<file path="config.mk">
export PLATFORM = sky130hd
export DESIGN_NAME = time_scan_display
export DESIGN_NICKNAME = d
export VERILOG_FILES = /design/src/rtl/time_scan_display_pkg.sv /design/src/rtl/bcd_to_seg7.sv /design/src/rtl/time_scan_display.sv
export SDC_FILE = /design/constraint.sdc
export NUM_CORES = 1
export LEC_CHECK = 0
export ABC_AREA = 0
export CORE_MARGIN = 5
export CORE_UTILIZATION = 45
export DETAILED_ROUTE_END_ITERATION = 6
export GPL_TIMING_DRIVEN = 0
export PLACE_DENSITY = 0.74
export RECOVER_POWER = 50
export SLEW_MARGIN = 20
export SYNTH_ARGS = -nofsm -noshare
export SYNTH_HDL_FRONTEND = slang
export SYNTH_SLANG_ARGS = --single-unit
</file>
<file path="constraint.sdc">
create_clock -name clk -period 4.1 [get_ports clk]
set_clock_uncertainty 0.05 [all_clocks]
set_input_delay 0.615 -clock clk [delete_from_list [all_inputs] [get_ports clk]]
set_output_delay 0.615 -clock clk [all_outputs]
set_load 0.01 [all_outputs]
</file>
<file path="src/rtl/time_scan_display_pkg.sv">
// Shared types and constants for the multiplexed HH:MM:SS display.
package time_scan_display_pkg;

  localparam int unsigned NUM_DIGITS   = 6;
  localparam int unsigned SCAN_DIV_MIN = 24;
  localparam int unsigned DIGIT_W      = 3;
  localparam int unsigned PRESC_W      = 16;
  localparam int unsigned BIN_W        = 7;
  localparam int unsigned BCD_W        = 4;
  localparam int unsigned SEG_W        = 7;

  localparam logic [BIN_W-1:0] HOUR_LIM = BIN_W'(24);
  localparam logic [BIN_W-1:0] MIN_LIM  = BIN_W'(60);
  localparam logic [BIN_W-1:0] SEC_LIM  = BIN_W'(60);
  localparam logic [BIN_W-1:0] BCD_BASE = BIN_W'(10);

  // Conversion sequencer states
  typedef enum logic [2:0] {
    ST_IDLE   = 3'd0,
    ST_SNAP   = 3'd1,
    ST_CONV_H = 3'd2,
    ST_CONV_M = 3'd3,
    ST_CONV_S = 3'd4,
    ST_DONE   = 3'd5
  } state_e;

  // Segment patterns, bit0 = a ... bit6 = g
  localparam logic [SEG_W-1:0] SEG_0     = 7'h3F;
  localparam logic [SEG_W-1:0] SEG_1     = 7'h06;
  localparam logic [SEG_W-1:0] SEG_2     = 7'h5B;
  localparam logic [SEG_W-1:0] SEG_3     = 7'h4F;
  localparam logic [SEG_W-1:0] SEG_4     = 7'h66;
  localparam logic [SEG_W-1:0] SEG_5     = 7'h6D;
  localparam logic [SEG_W-1:0] SEG_6     = 7'h7D;
  localparam logic [SEG_W-1:0] SEG_7     = 7'h07;
  localparam logic [SEG_W-1:0] SEG_8     = 7'h7F;
  localparam logic [SEG_W-1:0] SEG_9     = 7'h6F;
  localparam logic [SEG_W-1:0] SEG_DASH  = 7'h40;
  localparam logic [SEG_W-1:0] SEG_BLANK = 7'h00;

  // One displayed field (two digits) in BCD, dash marks an out-of-range value
  typedef struct packed {
    logic             dash;
    logic [BCD_W-1:0] tens;
    logic [BCD_W-1:0] units;
  } field_t;

  // Everything one frame displays; s_odd drives the colon-style decimal points
  typedef struct packed {
    field_t h;
    field_t m;
    field_t s;
    logic   s_odd;
  } disp_t;

endpackage

</file>
<file path="src/rtl/bcd_to_seg7.sv">
// Combinational BCD digit to seven-segment decoder with dash override.
module bcd_to_seg7
  import time_scan_display_pkg::*;
(
  input  logic [BCD_W-1:0] bcd,
  input  logic             dash,
  output logic [SEG_W-1:0] seg_c
);

  // Dash wins; codes above 9 blank the digit
  always_comb begin
    seg_c = SEG_BLANK;
    if (dash) begin
      seg_c = SEG_DASH;
    end else begin
      case (bcd)
        4'd0:    seg_c = SEG_0;
        4'd1:    seg_c = SEG_1;
        4'd2:    seg_c = SEG_2;
        4'd3:    seg_c = SEG_3;
        4'd4:    seg_c = SEG_4;
        4'd5:    seg_c = SEG_5;
        4'd6:    seg_c = SEG_6;
        4'd7:    seg_c = SEG_7;
        4'd8:    seg_c = SEG_8;
        4'd9:    seg_c = SEG_9;
        default: seg_c = SEG_BLANK;
      endcase
    end
  end

endmodule

</file>
<file path="src/rtl/time_scan_display.sv">
// Six-digit scanned HH:MM:SS display with once-per-frame snapshot and
// sequential binary-to-BCD conversion; each frame shows one coherent time.
module time_scan_display
  import time_scan_display_pkg::*;
#(
  parameter int unsigned SCAN_DIV = 1000
) (
  input  logic                  clk,
  input  logic                  rst_n,
  input  logic [BIN_W-1:0]      H,
  input  logic [BIN_W-1:0]      M,
  input  logic [BIN_W-1:0]      S,
  output logic [SEG_W-1:0]      seg,
  output logic [NUM_DIGITS-1:0] an,
  output logic                  dp
);

  localparam logic [PRESC_W-1:0] PRESC_LAST = PRESC_W'(SCAN_DIV - 1);
  localparam logic [DIGIT_W-1:0] DIGIT_LAST = DIGIT_W'(NUM_DIGITS - 1);

  state_e state_q, state_d;

  logic                  started_q;
  logic [PRESC_W-1:0]    presc_q, presc_d;
  logic [DIGIT_W-1:0]    digit_q, digit_d;
  logic                  commit_c;
  disp_t                 disp_q, disp_d;

  logic [BIN_W-1:0]      snap_h_q, snap_m_q, snap_s_q;
  logic [BIN_W-1:0]      snap_h_d, snap_m_d, snap_s_d;
  logic [BIN_W-1:0]      hw_q, mw_q, sw_q, hw_d, mw_d, sw_d;
  logic [BCD_W-1:0]      ht_q, mt_q, st_q, ht_d, mt_d, st_d;
  logic                  hd_q, md_q, sd_q, hd_d, md_d, sd_d;

  logic [BCD_W-1:0]      sel_bcd_c;
  logic                  sel_dash_c;
  logic [SEG_W-1:0]      seg_nxt_c;
  logic [NUM_DIGITS-1:0] an_nxt_c;
  logic                  dp_nxt_c;

  // Prescaler and digit index; the first edge after reset only lights digit 0
  // so that its first dwell is a full SCAN_DIV cycles long
  always_comb begin
    presc_d  = presc_q;
    digit_d  = digit_q;
    commit_c = 1'b0;
    if (started_q) begin
      if (presc_q == PRESC_LAST) begin
        presc_d = '0;
        if (digit_q == DIGIT_LAST) begin
          digit_d  = '0;
          commit_c = (state_q == ST_IDLE) || (state_q == ST_DONE);
        end else begin
          digit_d = digit_q + 1'b1;
        end
      end else begin
        presc_d = presc_q + 1'b1;
      end
    end
  end

  // Display registers load the finished conversion only at the frame boundary
  always_comb begin
    disp_d = disp_q;
    if (commit_c) begin
      disp_d.h.dash  = hd_q;
      disp_d.h.tens  = ht_q;
      disp_d.h.units = hw_q[BCD_W-1:0];
      disp_d.m.dash  = md_q;
      disp_d.m.tens  = mt_q;
      disp_d.m.units = mw_q[BCD_W-1:0];
      disp_d.s.dash  = sd_q;
      disp_d.s.tens  = st_q;
      disp_d.s.units = sw_q[BCD_W-1:0];
      disp_d.s_odd   = snap_s_q[0];
    end
  end

  // Select the BCD digit for the digit about to be enabled
  always_comb begin
    sel_bcd_c  = '0;
    sel_dash_c = 1'b0;
    case (digit_d)
      3'd0: begin sel_bcd_c = disp_d.h.tens;  sel_dash_c = disp_d.h.dash; end
      3'd1: begin sel_bcd_c = disp_d.h.units; sel_dash_c = disp_d.h.dash; end
      3'd2: begin sel_bcd_c = disp_d.m.tens;  sel_dash_c = disp_d.m.dash; end
      3'd3: begin sel_bcd_c = disp_d.m.units; sel_dash_c = disp_d.m.dash; end
      3'd4: begin sel_bcd_c = disp_d.s.tens;  sel_dash_c = disp_d.s.dash; end
      3'd5: begin sel_bcd_c = disp_d.s.units; sel_dash_c = disp_d.s.dash; end
      default: begin sel_bcd_c = '0; sel_dash_c = 1'b0; end
    endcase
  end

  bcd_to_seg7 u_dec (
    .bcd   (sel_bcd_c),
    .dash  (sel_dash_c),
    .seg_c (seg_nxt_c)
  );

  // Anode and decimal point for the digit about to be enabled
  always_comb begin
    an_nxt_c = NUM_DIGITS'(1) << digit_d;
    dp_nxt_c = ((digit_d == 3'd1) || (digit_d == 3'd3)) && !disp_d.s_odd;
  end

  // Conversion sequencer: snapshot at digit 5, then repeated subtract-by-ten
  always_comb begin
    state_d  = state_q;
    snap_h_d = snap_h_q;
    snap_m_d = snap_m_q;
    snap_s_d = snap_s_q;
    hw_d = hw_q; mw_d = mw_q; sw_d = sw_q;
    ht_d = ht_q; mt_d = mt_q; st_d = st_q;
    hd_d = hd_q; md_d = md_q; sd_d = sd_q;
    case (state_q)
      ST_IDLE: begin
        if (started_q && (digit_q == DIGIT_LAST) && (presc_q == '0)) begin
          snap_h_d = H;
          snap_m_d = M;
          snap_s_d = S;
          state_d  = ST_SNAP;
        end
      end
      ST_SNAP: begin
        hd_d = (snap_h_q >= HOUR_LIM);
        md_d = (snap_m_q >= MIN_LIM);
        sd_d = (snap_s_q >= SEC_LIM);
        hw_d = (snap_h_q >= HOUR_LIM) ? '0 : snap_h_q;
        mw_d = (snap_m_q >= MIN_LIM)  ? '0 : snap_m_q;
        sw_d = (snap_s_q >= SEC_LIM)  ? '0 : snap_s_q;
        ht_d = '0;
        mt_d = '0;
        st_d = '0;
        state_d = ST_CONV_H;
      end
      ST_CONV_H: begin
        if (hw_q >= BCD_BASE) begin
          hw_d = hw_q - BCD_BASE;
          ht_d = ht_q + 1'b1;
        end else begin
          state_d = ST_CONV_M;
        end
      end
      ST_CONV_M: begin
        if (mw_q >= BCD_BASE) begin
          mw_d = mw_q - BCD_BASE;
          mt_d = mt_q + 1'b1;
        end else begin
          state_d = ST_CONV_S;
        end
      end
      ST_CONV_S: begin
        if (sw_q >= BCD_BASE) begin
          sw_d = sw_q - BCD_BASE;
          st_d = st_q + 1'b1;
        end else begin
          state_d = ST_DONE;
        end
      end
      ST_DONE: state_d = ST_IDLE;
      default: state_d = ST_IDLE;
    endcase
  end

  // State register
  always_ff @(posedge clk or negedge rst_n) begin
    if (!rst_n) begin
      state_q <= ST_IDLE;
    end else begin
      state_q <= state_d;
    end
  end

  // Datapath and output registers
  always_ff @(posedge clk or negedge rst_n) begin
    if (!rst_n) begin
      started_q <= 1'b0;
      presc_q   <= '0;
      digit_q   <= '0;
      disp_q    <= '0;
      snap_h_q  <= '0;
      snap_m_q  <= '0;
      snap_s_q  <= '0;
      hw_q <= '0; mw_q <= '0; sw_q <= '0;
      ht_q <= '0; mt_q <= '0; st_q <= '0;
      hd_q <= 1'b0; md_q <= 1'b0; sd_q <= 1'b0;
      seg <= '0;
      an  <= '0;
      dp  <= 1'b0;
    end else begin
      started_q <= 1'b1;
      presc_q   <= presc_d;
      digit_q   <= digit_d;
      disp_q    <= disp_d;
      snap_h_q  <= snap_h_d;
      snap_m_q  <= snap_m_d;
      snap_s_q  <= snap_s_d;
      hw_q <= hw_d; mw_q <= mw_d; sw_q <= sw_d;
      ht_q <= ht_d; mt_q <= mt_d; st_q <= st_d;
      hd_q <= hd_d; md_q <= md_d; sd_q <= sd_d;
      seg <= seg_nxt_c;
      an  <= an_nxt_c;
      dp  <= dp_nxt_c;
    end
  end

endmodule

</file>
==> metrics.cfg <==
[drt]
vias = 4168
viasPerCell = 5.276
first_iter_violations = 346
drt-total-wl_mm = 12.11
drc = 0
ant_nets = 0
dr.pass1.iters = 5
route.detailed.wl_per_inst_um = 15.33

[global_route]
met3_usage_pct = 5.306
gr-usage-met1_pct = 22.36
overflow = 0
track_usage_pct = 17.20
busiest_layer = met2
antenna_found_initial = 0
use_met2_pct = 27.02
grt_max_degree = 84
grt_pass1_vias = 4150
grt_pass1_wl_mm = 20.02

[layout]
fillCellCount = 1083
seq_area_um2 = 3053
final_nets = 640
reg_top3 = disp_q (28), presc_q (16)
fin_util_pct = 55.81
drive_gt1_share_pct = 16.02
top_register = disp_q
antennaDiodeCount = 0
largest_reg_flops = 28
syn_to_final_growth_pct = 21.98
multiInputGateArea_um2 = 2491

[synthesis]
yosysUniqueCellTypes = 61
syn_nets = 577
synthesis.area_um2 = 5751
synth.avg_cell_area_um2 = 10.61
synthMostInstantiatedCell = dfrtp_1
ys_ff_latch = 122
ys_seq_area_share_pct = 53.09
synth_edf_count = 0
netlist_top_cells_count = 122 x dfrtp_1, 51 x nor2_1, 37 x mux2_2
yosysTopAreaCell = dfrtp_1
synthCells = 542
ys.flop_type = dfrtp_1
synthArstFlopShare_pct = 100.0
synth_area_leaders = dfrtp_1 53%, mux2_2 7.2%, nor2_1 3.3%, a21oi_1 2.6%, ha_1 2.6%
synth_top_area_share_pct = 53.09
ys_warn_count = 0

[worst_setup_path]
crit_slowest_cell = dfrtp_1
r2r_end = seg[3]
path_class = reg2reg
path_delay_family = simple AND/OR/NAND/NOR gates
cp_cell_sequence = ha_1 -> nand2_1 -> or3_1 -> nor3_4 -> mux2i_1 -> inv_1 -> a222oi_1 -> and4_1 -> clkbuf_1 -> ha_1 -> mux2_1 -> a211oi_1
crit_buf_inv = 2
startpoint_type = flip-flop
required_ps = 4370
reg2regPathDepth = 12
regToRegSetupSlack_ps = 230
crit_fanout = 7
r2r-start = presc_q[0]
critPathMaxStageDelay_ps = 410
crit_path_frequent_cell = ha_1
cp.arrival_ps = 4140
end_kind = flip-flop

[placed_design]
port_buffers = 36
hpwl_mm = 8.562
gp_congestion = 0.8728

[clocking]
htreeDepth = 4
cts_buffer_depth = 2
cts.sinks = 122
clk-insertion-delay-late_ps = 420
cts_buffers = 17
cts_tree = built
root_buffer = clkbuf_16
clk_pin_slew_ps = 60
ctsHoldBuffers = 0

[floorplan]
fp.coreArea_um2 = 12570
design.die.area_um2 = 15140
start_util_pct = 45.75
die_w_um = 123.0
io_pins = 37
die_h_um = 123.0
rows = 41

[sta]
finalMaxSlewViolations = 41
max_freq_mhz = 258.4
timing.final.crit_share_pct = 94.38
tightestPinTransition_ps = 2026
setup_viol = 0
rsz0062_at_grt = false
holdWs_ps = 422.3
hold_violations = 0
slew_headroom_pct = -35.08
period_needed_ps = 3870

[run_status]
violations = capacitance limit, slew limit
status = complete, but fails checks

[worst_hold_path]
hold_end = disp_q[22]
holdPathStages = 2
hold_class = reg2reg
hp-start = disp_q[22]

[power_and_ir_drop]
finalPower_mw = 2.958
p_per_area_nw_per_um2 = 421.7
ir_worst_vdd_mv = 0.2631
total_leakage_power_nw = 3.279

[job]
drv_cap = 1

==> through the flow <==
step | cell area (µm²) | cells | setup TNS [ps] | setup slack [ps]
global placement | 6326 | 750 | -271140 | -2230
CTS | 6972 | 783 | 0 | 62.72
detailed placement | 6355 | 751 | -153.0 | -102.1
finish | 7014 | 790 | 0 | 230.4
global route | 7014 | 790 | 0 | 34.13
floorplan | 5751 | 542 | 0 | 462.7
==> report_power, final <==
group | total [mW] | internal (mW) | switching, mW | leakage, nW
clock network | 1.52 | 0.971 | 0.552 | 0.292
registers | 1.28 | 1.24 | 0.0371 | 1.65
logic | 0.159 | 0.0723 | 0.0865 | 1.33
==> logic make-up (layout without fill, tap and decap cells) <==
logic type,Yosys count,count (layout),share of synthesized area [%]
multiplexers,51,51,9.900
buffers and inverters,58,134,4.003
flip-flops,122,122,53.09
adder cells (fa/ha/maj),12,12,2.611
AO/OA/AOI/OAI,96,96,10.29
XOR/XNOR,25,25,3.808
other,1,1,0.06521
AND/OR/NAND/NOR,177,177,16.23
==> area by class of cell <==
class                           instances  area share, %
Sequential cell                       122          43.52
Multi-Input combinational cell        362          35.52
Clock buffer                           18          6.261
Timing Repair Buffer                   44          5.904
Tap cell                              172          3.068
Clock inverter                         14          2.444
Inverter                               36          1.944
Buffer                                 22          1.338
==> per-layer routing <==
layer  part of all wire, %  wire, µm
met1                    46      5538
met2                    48      5764
met3                   4.9       591
met4                   1.8       216
met5                     0         0
==> worst max-delay path by stage <==
stage           startpoint    endpoint  slack [ps]  depth (start not counted)
2_1_floorplan  presc_q[10]      seg[3]         460                         12
3_3_place_gp         rst_n  presc_q[8]       -2230                          1
3_5_place_dp   presc_q[10]      seg[3]        -100                         12
4_1_cts        presc_q[10]      seg[3]          60                         12
5_1_grt        presc_q[10]      seg[3]          30                         12
6_report        presc_q[0]      seg[3]         230                         12
==> worst min-delay path: cells and delay by family (launching register included) <==
kind            cells  cell delay (ps)
compound gates      1               70
flops               1              320
buf+inv             1               50
==> timing repair <==
action	CTS	global route
pin swaps	0	2
endpoints found under the setup margin	2	2
gates resized for setup	1	3
hold endpoints to repair	0	0
setup buffers	0	7
==> cell usage in the layout (no fill, tap or decap), types with 5 or more instances in the layout <==
cell / instances
o22ai_1: 6
o21ai_0: 27
mux2_2: 37
clkdlybuf4s50_1: 35
clkbuf_1: 18
a211oi_1: 5
inv_1: 35
mux2i_1: 9
nand2b_1: 5
nand2_1: 33
a31oi_1: 8
ha_1: 12
nor4_1: 5
a21oi_1: 30
xnor2_1: 12
nor3_1: 28
xor2_1: 13
nand3_1: 17
buf_4: 7
nand4_1: 6
nor2_1: 51
clkbuf_16: 17
dfrtp_1: 122
(Power assumes the default switching activity.)
